===== config.mk =====
export PLATFORM = sky130hd
export DESIGN_NAME = vfpu_f2i_flat
export DESIGN_NICKNAME = d
export VERILOG_FILES = /design/src/rtl/vfpu_f2i_pkg.sv /design/src/rtl/vfpu_f2i_if.sv /design/src/rtl/vfpu_rshift.sv /design/src/rtl/vfpu_f2i.sv /design/src/flat_wrapper.sv
export SDC_FILE = /design/constraint.sdc
export NUM_CORES = 1
export LEC_CHECK = 0
export ABC_AREA = 0
export CAP_MARGIN = 40
export CORE_UTILIZATION = 40
export DETAILED_ROUTE_END_ITERATION = 12
export SLEW_MARGIN = 10
export SYNTH_ARGS = -nofsm -noshare
export SYNTH_HDL_FRONTEND = slang
export SYNTH_SLANG_ARGS = --single-unit

===== constraint.sdc =====
create_clock -name clk_i -period 13.85 [get_ports clk_i]
set_clock_uncertainty 0.05 [all_clocks]
set_input_delay 2.0775 -clock clk_i [delete_from_list [all_inputs] [get_ports clk_i]]
set_output_delay 2.0775 -clock clk_i [all_outputs]
set_load 0.01 [all_outputs]

===== src/rtl/vfpu_f2i_pkg.sv =====
// Shared FP32 constants, the result flag struct and the operand class enum.
// Imported by the float-to-int converter and its handshake interface.
package hwpe_ctrl_vfpu_package;
  localparam int FP32_EXP_W = 8;
  localparam int FP32_MAN_W = 23;
  localparam int FP32_BIAS  = 127;

  typedef struct packed {
    logic invalid;
    logic inexact;
  } vfpu_f2i_flags_t;

  typedef enum logic [2:0] {ZERO, SUBNORM, NORMAL, INF, NAN} fp_class_t;
endpackage


===== src/rtl/vfpu_f2i_if.sv =====
// Operand and result valid/ready channels of the float-to-int converter.
// master drives operands and consumes results; slave is the converter.
interface vfpu_f2i_if #(parameter int INT_WIDTH = 32);
  import hwpe_ctrl_vfpu_package::*;

  logic [31:0]          in_data_i;
  logic                 in_signed_i;
  logic                 in_valid_i;
  logic                 in_ready_o;
  logic [INT_WIDTH-1:0] out_data_o;
  vfpu_f2i_flags_t      out_flags_o;
  logic                 out_valid_o;
  logic                 out_ready_i;

  modport master (
    output in_data_i, in_signed_i, in_valid_i, out_ready_i,
    input  in_ready_o, out_data_o, out_flags_o, out_valid_o
  );

  modport slave (
    input  in_data_i, in_signed_i, in_valid_i, out_ready_i,
    output in_ready_o, out_data_o, out_flags_o, out_valid_o
  );
endinterface


===== src/rtl/vfpu_rshift.sv =====
// Combinational barrel right-shifter returning the integer part plus the
// guard, round and sticky bits of everything shifted out.
module vfpu_rshift #(
  parameter int W  = 24,
  parameter int AW = 8
) (
  input  logic [W-1:0]  data,
  input  logic [AW-1:0] amt,
  output logic [W-1:0]  q,
  output logic          guard,
  output logic          round,
  output logic          sticky
);
  localparam int XW = 2 * W + 2;

  logic [AW-1:0] amt_c;
  logic [XW-1:0] ext;
  logic [XW-1:0] shifted;

  // Past W+2 every bit already lands below the round position, so clamping
  // keeps the whole operand inside the sticky window.
  assign amt_c   = (amt > AW'(W + 2)) ? AW'(W + 2) : amt;
  assign ext     = {data, {(W + 2){1'b0}}};
  assign shifted = ext >> amt_c;

  assign q      = shifted[XW-1:W+2];
  assign guard  = shifted[W+1];
  assign round  = shifted[W];
  assign sticky = |shifted[W-1:0];
endmodule


===== src/rtl/vfpu_f2i.sv =====
// FP32 to INT_WIDTH integer, 2 stages, 1/cycle; stalls hold both stages in place.
// VFPU_F2I_RNE_EN selects round-to-nearest-even, otherwise round toward zero.
module vfpu_f2i
  import hwpe_ctrl_vfpu_package::*;
#(
  parameter int INT_WIDTH = 32
) (
  input logic        clk_i,
  input logic        rst_ni,
  vfpu_f2i_if.slave  bus
);
  localparam logic [33:0] LIM_S = 34'(1) << (INT_WIDTH - 1);
  localparam logic [33:0] LIM_U = (34'(1) << INT_WIDTH) - 34'd1;
  localparam logic [INT_WIDTH-1:0] MAX_POS = {1'b0, {(INT_WIDTH-1){1'b1}}};
  localparam logic [INT_WIDTH-1:0] MIN_NEG = {1'b1, {(INT_WIDTH-1){1'b0}}};
  localparam logic [INT_WIDTH-1:0] ONES    = {INT_WIDTH{1'b1}};

  logic [FP32_EXP_W-1:0] in_exp;
  logic [FP32_MAN_W-1:0] in_man;
  fp_class_t             in_cls;

  logic                  s1_valid, s1_sign, s1_signed;
  fp_class_t             s1_cls;
  logic signed [9:0]     s1_shift;
  logic [FP32_MAN_W:0]   s1_mant;

  logic                  out_valid;
  logic [INT_WIDTH-1:0]  out_data;
  vfpu_f2i_flags_t       out_flags;
  logic                  s2_ready, in_ready;

  assign s2_ready = ~out_valid | bus.out_ready_i;
  assign in_ready = ~s1_valid | s2_ready;

  assign bus.in_ready_o  = in_ready;
  assign bus.out_valid_o = out_valid;
  assign bus.out_data_o  = out_data;
  assign bus.out_flags_o = out_flags;

  assign in_exp = bus.in_data_i[FP32_MAN_W +: FP32_EXP_W];
  assign in_man = bus.in_data_i[FP32_MAN_W-1:0];

  always_comb begin
    in_cls = NORMAL;
    if (in_exp == '0)      in_cls = (in_man == '0) ? ZERO : SUBNORM;
    else if (&in_exp)      in_cls = (in_man == '0) ? INF : NAN;
  end

  always_ff @(posedge clk_i or negedge rst_ni) begin
    if (!rst_ni) begin
      s1_valid  <= 1'b0;
      s1_sign   <= 1'b0;
      s1_signed <= 1'b0;
      s1_cls    <= ZERO;
      s1_shift  <= '0;
      s1_mant   <= '0;
    end else begin
      if (in_ready) s1_valid <= bus.in_valid_i;
      if (bus.in_valid_i && in_ready) begin
        s1_sign   <= bus.in_data_i[31];
        s1_signed <= bus.in_signed_i;
        s1_cls    <= in_cls;
        s1_shift  <= $signed({2'b00, in_exp}) - 10'(FP32_BIAS);
        s1_mant   <= {in_exp != '0, in_man};
      end
    end
  end

  // Stage 2: integer part is mant * 2^(shift - 23); left shifts are exact.
  logic                 big, left, inc;
  logic [7:0]           ramt;
  logic [3:0]           lamt;
  logic [FP32_MAN_W:0]  rq;
  logic                 guard, round, sticky;
  logic [33:0]          mag;
  logic [INT_WIDTH-1:0] mag_w;

  assign big  = s1_shift > $signed(10'(INT_WIDTH));
  assign left = s1_shift > $signed(10'(FP32_MAN_W));
  assign ramt = left ? 8'd0 : 8'($signed(10'(FP32_MAN_W)) - s1_shift);
  assign lamt = 4'(s1_shift - $signed(10'(FP32_MAN_W)));

  vfpu_rshift #(.W(FP32_MAN_W + 1), .AW(8)) u_rshift (
    .data   (s1_mant),
    .amt    (ramt),
    .q      (rq),
    .guard  (guard),
    .round  (round),
    .sticky (sticky)
  );

`ifdef VFPU_F2I_RNE_EN
  assign inc = guard & (round | sticky | rq[0]);
`else
  assign inc = 1'b0;
`endif

  assign mag   = left ? (34'(s1_mant) << lamt) : (34'(rq) + 34'(inc));
  assign mag_w = mag[INT_WIDTH-1:0];

  logic                 ovf;
  logic [INT_WIDTH-1:0] sat, res_d;
  vfpu_f2i_flags_t      flg_d;

  always_comb begin
    res_d = '0;
    flg_d = '0;
    sat   = s1_signed ? (s1_sign ? MIN_NEG : MAX_POS) : (s1_sign ? '0 : ONES);
    // Range is judged on the rounded magnitude so a round-up past the limit saturates.
    if (s1_signed) ovf = big | (mag > (s1_sign ? LIM_S : LIM_S - 34'd1));
    else           ovf = s1_sign ? (big | (mag != '0)) : (big | (mag > LIM_U));
    unique case (s1_cls)
      ZERO:    ;
      SUBNORM: flg_d.inexact = 1'b1;
      NAN: begin
        res_d         = s1_signed ? MAX_POS : ONES;
        flg_d.invalid = 1'b1;
      end
      INF: begin
        res_d         = sat;
        flg_d.invalid = 1'b1;
      end
      default: begin
        if (ovf) begin
          res_d         = sat;
          flg_d.invalid = 1'b1;
        end else begin
          res_d         = s1_sign ? -mag_w : mag_w;
          flg_d.inexact = ~left & (guard | round | sticky);
        end
      end
    endcase
  end

  always_ff @(posedge clk_i or negedge rst_ni) begin
    if (!rst_ni) begin
      out_valid <= 1'b0;
      out_data  <= '0;
      out_flags <= '0;
    end else if (s2_ready) begin
      out_valid <= s1_valid;
      if (s1_valid) begin
        out_data  <= res_d;
        out_flags <= flg_d;
      end
    end
  end
endmodule

===== src/flat_wrapper.sv =====
// flat-port wrapper written by rule: the top's interface ports become plain ports
module vfpu_f2i_flat import hwpe_ctrl_vfpu_package::*;
#(
  parameter int INT_WIDTH = 32
)
  (clk_i, rst_ni, bus_in_data_i, bus_in_signed_i, bus_in_valid_i, bus_out_ready_i, bus_in_ready_o, bus_out_data_o, bus_out_flags_o, bus_out_valid_o);
  vfpu_f2i_if #(.INT_WIDTH(INT_WIDTH)) bus_i ();
  input logic clk_i;
  input logic rst_ni;
  input wire logic [$bits(bus_i.in_data_i)-1:0] bus_in_data_i;
  input wire logic [$bits(bus_i.in_signed_i)-1:0] bus_in_signed_i;
  input wire logic [$bits(bus_i.in_valid_i)-1:0] bus_in_valid_i;
  input wire logic [$bits(bus_i.out_ready_i)-1:0] bus_out_ready_i;
  output wire logic [$bits(bus_i.in_ready_o)-1:0] bus_in_ready_o;
  output wire logic [$bits(bus_i.out_data_o)-1:0] bus_out_data_o;
  output wire logic [$bits(bus_i.out_flags_o)-1:0] bus_out_flags_o;
  output wire logic [$bits(bus_i.out_valid_o)-1:0] bus_out_valid_o;
  assign bus_i.in_data_i = bus_in_data_i;
  assign bus_i.in_signed_i = bus_in_signed_i;
  assign bus_i.in_valid_i = bus_in_valid_i;
  assign bus_i.out_ready_i = bus_out_ready_i;
  assign bus_in_ready_o = bus_i.in_ready_o;
  assign bus_out_data_o = bus_i.out_data_o;
  assign bus_out_flags_o = bus_i.out_flags_o;
  assign bus_out_valid_o = bus_i.out_valid_o;
  vfpu_f2i #(.INT_WIDTH(INT_WIDTH)) u_core (.clk_i(clk_i), .rst_ni(rst_ni), .bus(bus_i));
endmodule

==> reports/results.tsv, run 1 <==
stage	metric	value	unit
status	status	finished with violations	
status	violated checks	DRC	
place	post-DP HPWL	24700	µm
setup_path	Critical Path AT	7560	ps
cts	CTS resizes	0	
yosys	Main synth FF type	dfrtp_1	
cts	# Post-CTS Setup Buffers	0	
power_and_ir_drop	Net Sw Frac	49.1	%
final_layout	FF/Latch Area	1850	µm²
cts	CTS tree	done	
routing	final WL	33400	µm
setup_path	Worst path slowest cell	ha_2	
final_layout	post-layout net count	1216	
yosys	#FFs+latches synth	74	
grt	largest net degree at the start of global routing	75	
timing	relative slew slack	38.4	%
setup_path	CP Max Fanout	74	
routing	Vias	9456	
timing	Sum Neg Setup Slack	0	ps
cts	H-tree levels	3	
setup_path	CP Capture Type	register	
timing	final worst slack	6490	ps
power_and_ir_drop	Sequential Power Share	20.7	%
timing	Worst-Margin Slew	922	ps
worst_hold_path	Hold Startpoint	u_core.s1_valid$_DFFE_PN0N_	
cts	root buffer cell	clkbuf_16	
final_layout	Final Non-Filler Cells	1423	
place	dpl ws	6620	ps
final_layout	leading cell type in the layout, fill and taps excluded	nor2_1	
flow_run	maxcap violations	0	
setup_path	Startpoint Class	register	
setup_path	Critical Path, Cell by Cell	buf_4, inv_1, ha_2, buf_12, mux2_2, mux2_2, mux2_2, a22oi_1, o21ai_0, ha_1, and2_0, nand4_1, nor4_1, a21oi_1, a211oi_1, o21ai_0, or3_1, o31ai_1, nand2b_1, o22ai_1, nor2_1	
floorplanning	IO Count	73	
floorplanning	full die area	23200	µm²
setup_path	most used cell, CP	mux2_2	
worst_hold_path	Hold Crit Class	register to register	
setup_path	CP peak stage delay	770	ps
final_layout	share of layout cells above drive strength 1	12.2	%
setup_path	Crit Reg-Reg Startpoint	u_core.s1_shift[0]$_DFFE_PN0P_	
routing	Initial DRC Count	891	
timing	Final Hold Vio Count	0	
routing	Routed Antenna Nets	0	
power_and_ir_drop	Combinational Power Share	65.6	%
power_and_ir_drop	Pleak	0.00406	µW
power_and_ir_drop	Max VDD drop	0.0776	mV
place	GPL Wtd Cong	1.02	
yosys	synthesized area per cell	8.06	µm²
grt	grt ovf	0	
timing	setup violators final	0	
power_and_ir_drop	clock share of power	13.7	%
timing	fmax	136	MHz
yosys	Syn Nets	1201	
floorplanning	Die Wd	152	µm
place	DP Cell Count	1406	
place	IO buf count	72	
setup_path	buffers and inverters on the worst path	3	
setup_path	Worst Setup SP	u_core.s1_shift[0]$_DFFE_PN0P_	
routing	Residual DRC	6	
setup_path	Crit path required time	14050	ps
timing	period utilization	53.2	%
final_layout	most frequent cells in the layout	110 x nor2_1, 101 x nand2_1, 73 x dfrtp_1	
cts	cts bufs inserted	9	
floorplanning	Placement Rows	54	
grt	initial antenna violation count	0	
grt	first-pass GRT wire length	51700	µm
yosys	YS warnings	0	
cts	clock latency at the later pin of the worst-skew pair	360	ps
power_and_ir_drop	Internal Power	877	µW
cts	clock sinks	74	
yosys	sequential area share after synthesis	20.5	%
timing	Tmin final	7360	ps
final_layout	n_diodes	0	
routing	WL/cell	23.5	µm
timing	RSZ-0062 raised after global routing	false	
final_layout	Syn-to-layout area delta	13.0	%
grt	number of global-route vias before repair	8786	
setup_path	Top delay family on crit path	simple AND/OR/NAND/NOR gates	
routing	via/cell ratio	6.65	
floorplanning	Die H	152	µm
routing	DR pass1 iterations	11	
final_layout	multi-input logic area	6700	µm²
setup_path	critical path class	register to register	
floorplanning	core footprint	22000	µm²
yosys	ys async rst share	100	%
yosys	EDFF count, synth	0	
timing	final slew viol count	0	
cts	Reg clk slew, reported paths	60	ps
cts	hold_buf cts	0	
power_and_ir_drop	pwr dens	168	nW/µm²
floorplanning	Initial Utilization	41.1	%
final_layout	post-layout util	46.4	%
grt	All-Layer GR Usage	28.5	%
power_and_ir_drop	P_sw	845	µW
timing	Hold Slack	441	ps
yosys	Netlist cell types	91	
cts	maximum root-to-sink buffer count	2	
yosys	Syn Inst Count	1123	
final_layout	filler instances	2197	
yosys	synthesized cell area	9050	µm²
path summary, 6_finish.rpt:
kind	endpoint	cells past startpoint	slack (ps)
min in group asynchronous	u_core.bus.out_data_o[3]$_DFFE_PN0P_	1	1490
worst max-delay path	u_core.bus.out_data_o[2]$_DFFE_PN0P_	21	6490
worst min register to register	u_core.bus.out_valid_o$_DFFE_PN0P_	1	440
max in group asynchronous	u_core.s1_shift[0]$_DFFE_PN0P_	2	11180
worst max register to register	u_core.bus.out_data_o[2]$_DFFE_PN0P_	21	6490
worst min-delay path	u_core.bus.out_valid_o$_DFFE_PN0P_	1	440
layer usage:
layer	track usage [%]	routed length, µm	share of wire [%]	vias up
met1	38.7	14500	43	4544
met4	12.3	1370	4.1	0
li1	-	-	-	4314
met2	44.1	14700	44	491
met3	5.49	2810	8.4	107
met5	0	0	0	-
metrics by stage:
step	area, µm²	total power, µW
after floorplan	9050	1090
after global placement	9880	1450
after detailed placement	9920	1460
after CTS	10200	1710
after global routing	10200	1830
final	10200	1720
cells in the mapped netlist (all sizes together), types with 6 or more instances:
| master | count | area, µm² |
|---|---|---|
| o211ai | 22 | 170 |
| a21o | 21 | 158 |
| a31oi | 20 | 125 |
| and3 | 8 | 50.1 |
| o31ai | 15 | 113 |
| nand2 | 102 | 385 |
| xnor2 | 20 | 175 |
| nand3 | 37 | 185 |
| clkbuf | 56 | 210 |
| mux4 | 14 | 315 |
| a211oi | 25 | 193 |
| o221ai | 8 | 70.1 |
| ha | 41 | 513 |
| a2111oi | 15 | 176 |
| mux2i | 49 | 490 |
| nand4 | 17 | 106 |
| dfrtp | 74 | 1850 |
| a21oi | 65 | 333 |
| and4 | 6 | 55.1 |
| xor2 | 20 | 175 |
| or3 | 6 | 37.5 |
| a22oi | 20 | 150 |
| mux2 | 53 | 597 |
| nor2 | 112 | 430 |
| o22ai | 27 | 169 |
| nand2b | 11 | 68.8 |
| inv | 25 | 93.8 |
| nor3 | 28 | 156 |
| o21ai | 57 | 285 |
| nor4 | 15 | 139 |
| o32ai | 7 | 61.3 |
| buf | 37 | 208 |
| nor2b | 7 | 43.8 |
| and2 | 7 | 43.8 |
state kept, by name (all words and copies together) (netlist names):
signal / flops
u_core.s1_mant: 24
u_core.s1_shift: 9
u_core.s1_signed: 1
u_core.s1_cls: 3
u_core.s1_valid: 1
u_core.bus.out_data_o: 32
u_core.bus.out_valid_o: 1
u_core.bus.out_flags_o: 2
u_core.s1_sign: 1
cells by family after synthesis:
logic type,synth area share (%)
AO/OA/AOI/OAI,28.1
XOR/XNOR,3.87
adder cells (fa/ha/maj),5.67
buffers and inverters,5.74
flip-flops,20.5
multiplexers,15.5
AND/OR/NAND/NOR,20.6
power groups by stage:
| stage | logic, µW | registers [µW] | clock network [µW] |
|---|---|---|---|
| detailed placement | 1110 | 357 | 0 |
| global route | 1220 | 362 | 250 |
| CTS | 1110 | 353 | 241 |
| floorplan | 759 | 336 | 0 |
| global placement | 1090 | 356 | 0 |
| finish | 1130 | 356 | 236 |
layout make-up:
| type | instances | area share (%) |
|---|---|---|
| clock inverters | 4 | 0.514 |
| well taps | 280 | 3.43 |
| clock buffers | 12 | 2.31 |
| repair buffers | 97 | 9.07 |
| flip-flops and latches | 74 | 18.1 |
| inverters | 27 | 0.991 |
| multi-input cells | 929 | 65.6 |
No activity file was read; power rests on OpenSTA's default activity.
==> inputs of run 2 (changes only) <==
Clock period 13.85 ns to 7.05 ns, I/O delays scaled along.
==> reports/results.tsv, run 2 (synthesized netlist as in run 1, its figures left out) <==
stage	metric	value	unit	change
timing	Worst-Margin Slew	1020	ps	+102 ps
place	post-DP HPWL	26600	µm	+7.7%
setup_path	CP Max Fanout	28		-62%
setup_path	Worst Setup EP	u_core.bus.out_data_o[30]$_DFFE_PN0P_		
cts	H-tree levels	3		unchanged
routing	Residual DRC	5		-1
floorplanning	IO Count	73		unchanged
cts	CTS resizes	0		unchanged
routing	DR pass1 iterations	11		unchanged
setup_path	CP Capture Type	register		
routing	Initial DRC Count	1021		+15%
final_layout	leading cell type in the layout, fill and taps excluded	nor2_1		
grt	number of global-route vias before repair	9043		+2.9%
cts	# Post-CTS Setup Buffers	0		unchanged
grt	initial antenna violation count	0		unchanged
grt	first-pass GRT wire length	54300	µm	+4.9%
floorplanning	Placement Rows	54		unchanged
routing	Routed Antenna Nets	0		unchanged
power_and_ir_drop	Max VDD drop	0.130	mV	+67%
place	Placed Area	10200	µm²	+2.3%
final_layout	Syn-to-layout area delta	15.4	%	
power_and_ir_drop	clock share of power	13.4	%	-0.3 points
setup_path	Critical Path AT	6710	ps	-850 ps
cts	Reg clk slew, reported paths	60	ps	about the same
power_and_ir_drop	Net Sw Frac	49.6	%	+0.50 points
floorplanning	Initial Utilization	41.1	%	unchanged
setup_path	Crit Reg-Reg Startpoint	u_core.s1_shift[1]$_DFFE_PN0P_		
place	GPL Wtd Cong	1.04		+1.5%
cts	root buffer cell	clkbuf_16		
worst_hold_path	Hold Crit Class	register to register		
timing	Hold Slack	425	ps	-16.1 ps
flow_run	maxcap violations	0		unchanged
timing	Sum Neg Setup Slack	0	ps	unchanged
final_layout	max FFs per register	32		unchanged
timing	Final Hold Vio Count	0		unchanged
timing	setup violators final	0		unchanged
timing	relative slew slack	30.0	%	-8.4 points
cts	CTS tree	done		
grt	grt ovf	0		unchanged
final_layout	FF/Latch Area	1850	µm²	unchanged
place	DP Cell Count	1437		+2.2%
floorplanning	core footprint	22000	µm²	unchanged
power_and_ir_drop	Sequential Power Share	20.4	%	-0.3 points
timing	fmax	154	MHz	+13%
grt	largest net degree at the start of global routing	61		-19%
setup_path	Worst Setup SP	u_core.s1_shift[1]$_DFFE_PN0P_		
setup_path	reg-to-reg endpoint	u_core.bus.out_data_o[30]$_DFFE_PN0P_		
cts	clock sinks	74		unchanged
cts	cts bufs inserted	9		unchanged
final_layout	fin area	10400	µm²	+2.1%
final_layout	Final Non-Filler Cells	1453		+2.1%
worst_hold_path	Hold Crit Depth	1		unchanged
floorplanning	Die Wd	152	µm	unchanged
timing	period utilization	92.1	%	+39 points
power_and_ir_drop	P_sw	1700	µW	+100%
timing	RSZ-0062 raised after global routing	false		
setup_path	Startpoint Class	register		
final_layout	multi-input logic area	6700	µm²	unchanged
final_layout	post-layout net count	1246		+2.5%
grt	All-Layer GR Usage	30.3	%	+1.7 points
cts	maximum root-to-sink buffer count	2		unchanged
routing	Vias	9585		+1.4%
power_and_ir_drop	Combinational Power Share	66.2	%	+0.6 points
floorplanning	Die H	152	µm	unchanged
cts	hold_buf cts	0		unchanged
status	violated checks	DRC		
floorplanning	full die area	23200	µm²	unchanged
setup_path	critical path class	register to register		
final_layout	post-layout util	47.4	%	+0.99 points
power_and_ir_drop	pwr dens	329	nW/µm²	+96%
setup_path	Register-to-Register Setup Slack	560	ps	-5930 ps
setup_path	R2R depth	20		-4.8%
routing	WL/cell	24.3	µm	+3.4%
routing	via/cell ratio	6.60		-0.73%
timing	Tmin final	6490	ps	-871 ps
power_and_ir_drop	Pleak	0.00419	µW	+3.1%
status	status	finished with violations		
final_layout	share of layout cells above drive strength 1	14.9	%	+2.7 points
final_layout	most frequent cells in the layout	110 x nor2_1, 101 x nand2_1, 73 x dfrtp_1		
setup_path	Crit path required time	7260	ps	-6790 ps
final_layout	n_diodes	0		unchanged
cts	clock latency at the later pin of the worst-skew pair	360	ps	about the same
final_layout	filler instances	2175		-1.0%
power_and_ir_drop	Internal Power	1730	µW	+98%
place	IO buf count	72		unchanged
routing	final WL	35200	µm	+5.5%
timing	final slew viol count	0		unchanged
[run 2: layout make-up]
type                            instances  area share (%)
Clock buffer                           11            2.42
Clock inverter                          5           0.371
Inverter                               27           0.971
Multi-Input combinational cell        929            64.2
Sequential cell                        74            17.7
Tap cell                              280            3.35
Timing Repair Buffer                  127            11.0
[run 2: stage by stage]
stage               power (µW)  setup slack [ps]
floorplan                 2150              1140
global placement          2920               784
detailed placement        2930               693
CTS                       3400               674
global route              3650               179
finish                    3440               558
[run 2: worst max-delay path: stages (launching register included)]
cell and delay (ps):
dfrtp_1 400, buf_4 280, inv_1 190, ha_2 830
mux2_2 460, mux4_2 540, mux2i_1 250, o32ai_1 180
o21bai_1 310, ha_1 380, nand4_1 160, nor4_1 400
a21oi_1 150, a211oi_1 240, o21ai_0 190, or3_1 380
o31a_1 300, nor2_4 230, nor3_4 60, buf_12 170
a211oi_1 210
[run 2: power by group through the flow]
stage	Clock (µW)	Combinational (µW)	Sequential [µW]
after CTS	468	2240	695
final	462	2280	702
after global routing	489	2440	715
after floorplan	0	1490	660
after detailed placement	0	2230	703
after global placement	0	2220	699
[run 2: worst min-delay path by stage]
stage	startpoint	endpoint	slack [ps]
4_1_cts	u_core.s1_valid$_DFFE_PN0N_	u_core.bus.out_valid_o$_DFFE_PN0P_	430
2_1_floorplan	u_core.s1_valid$_DFFE_PN0N_	u_core.bus.out_valid_o$_DFFE_PN0P_	400
3_3_place_gp	u_core.s1_valid$_DFFE_PN0N_	u_core.bus.out_valid_o$_DFFE_PN0P_	410
6_report	u_core.s1_valid$_DFFE_PN0N_	u_core.bus.out_valid_o$_DFFE_PN0P_	420
3_5_place_dp	u_core.s1_valid$_DFFE_PN0N_	u_core.bus.out_valid_o$_DFFE_PN0P_	420
5_1_grt	u_core.s1_mant[22]$_DFFE_PN0P_	u_core.s1_mant[22]$_DFFE_PN0P_	460
[run 2: layer usage]
layer,up-vias,GRT usage [%],routed length (µm)
met1,4579,39.7,14900
met2,499,48.5,15800
li1,4385,-,-
met4,0,13.4,1650
met3,122,5.57,2890
met5,-,0,0
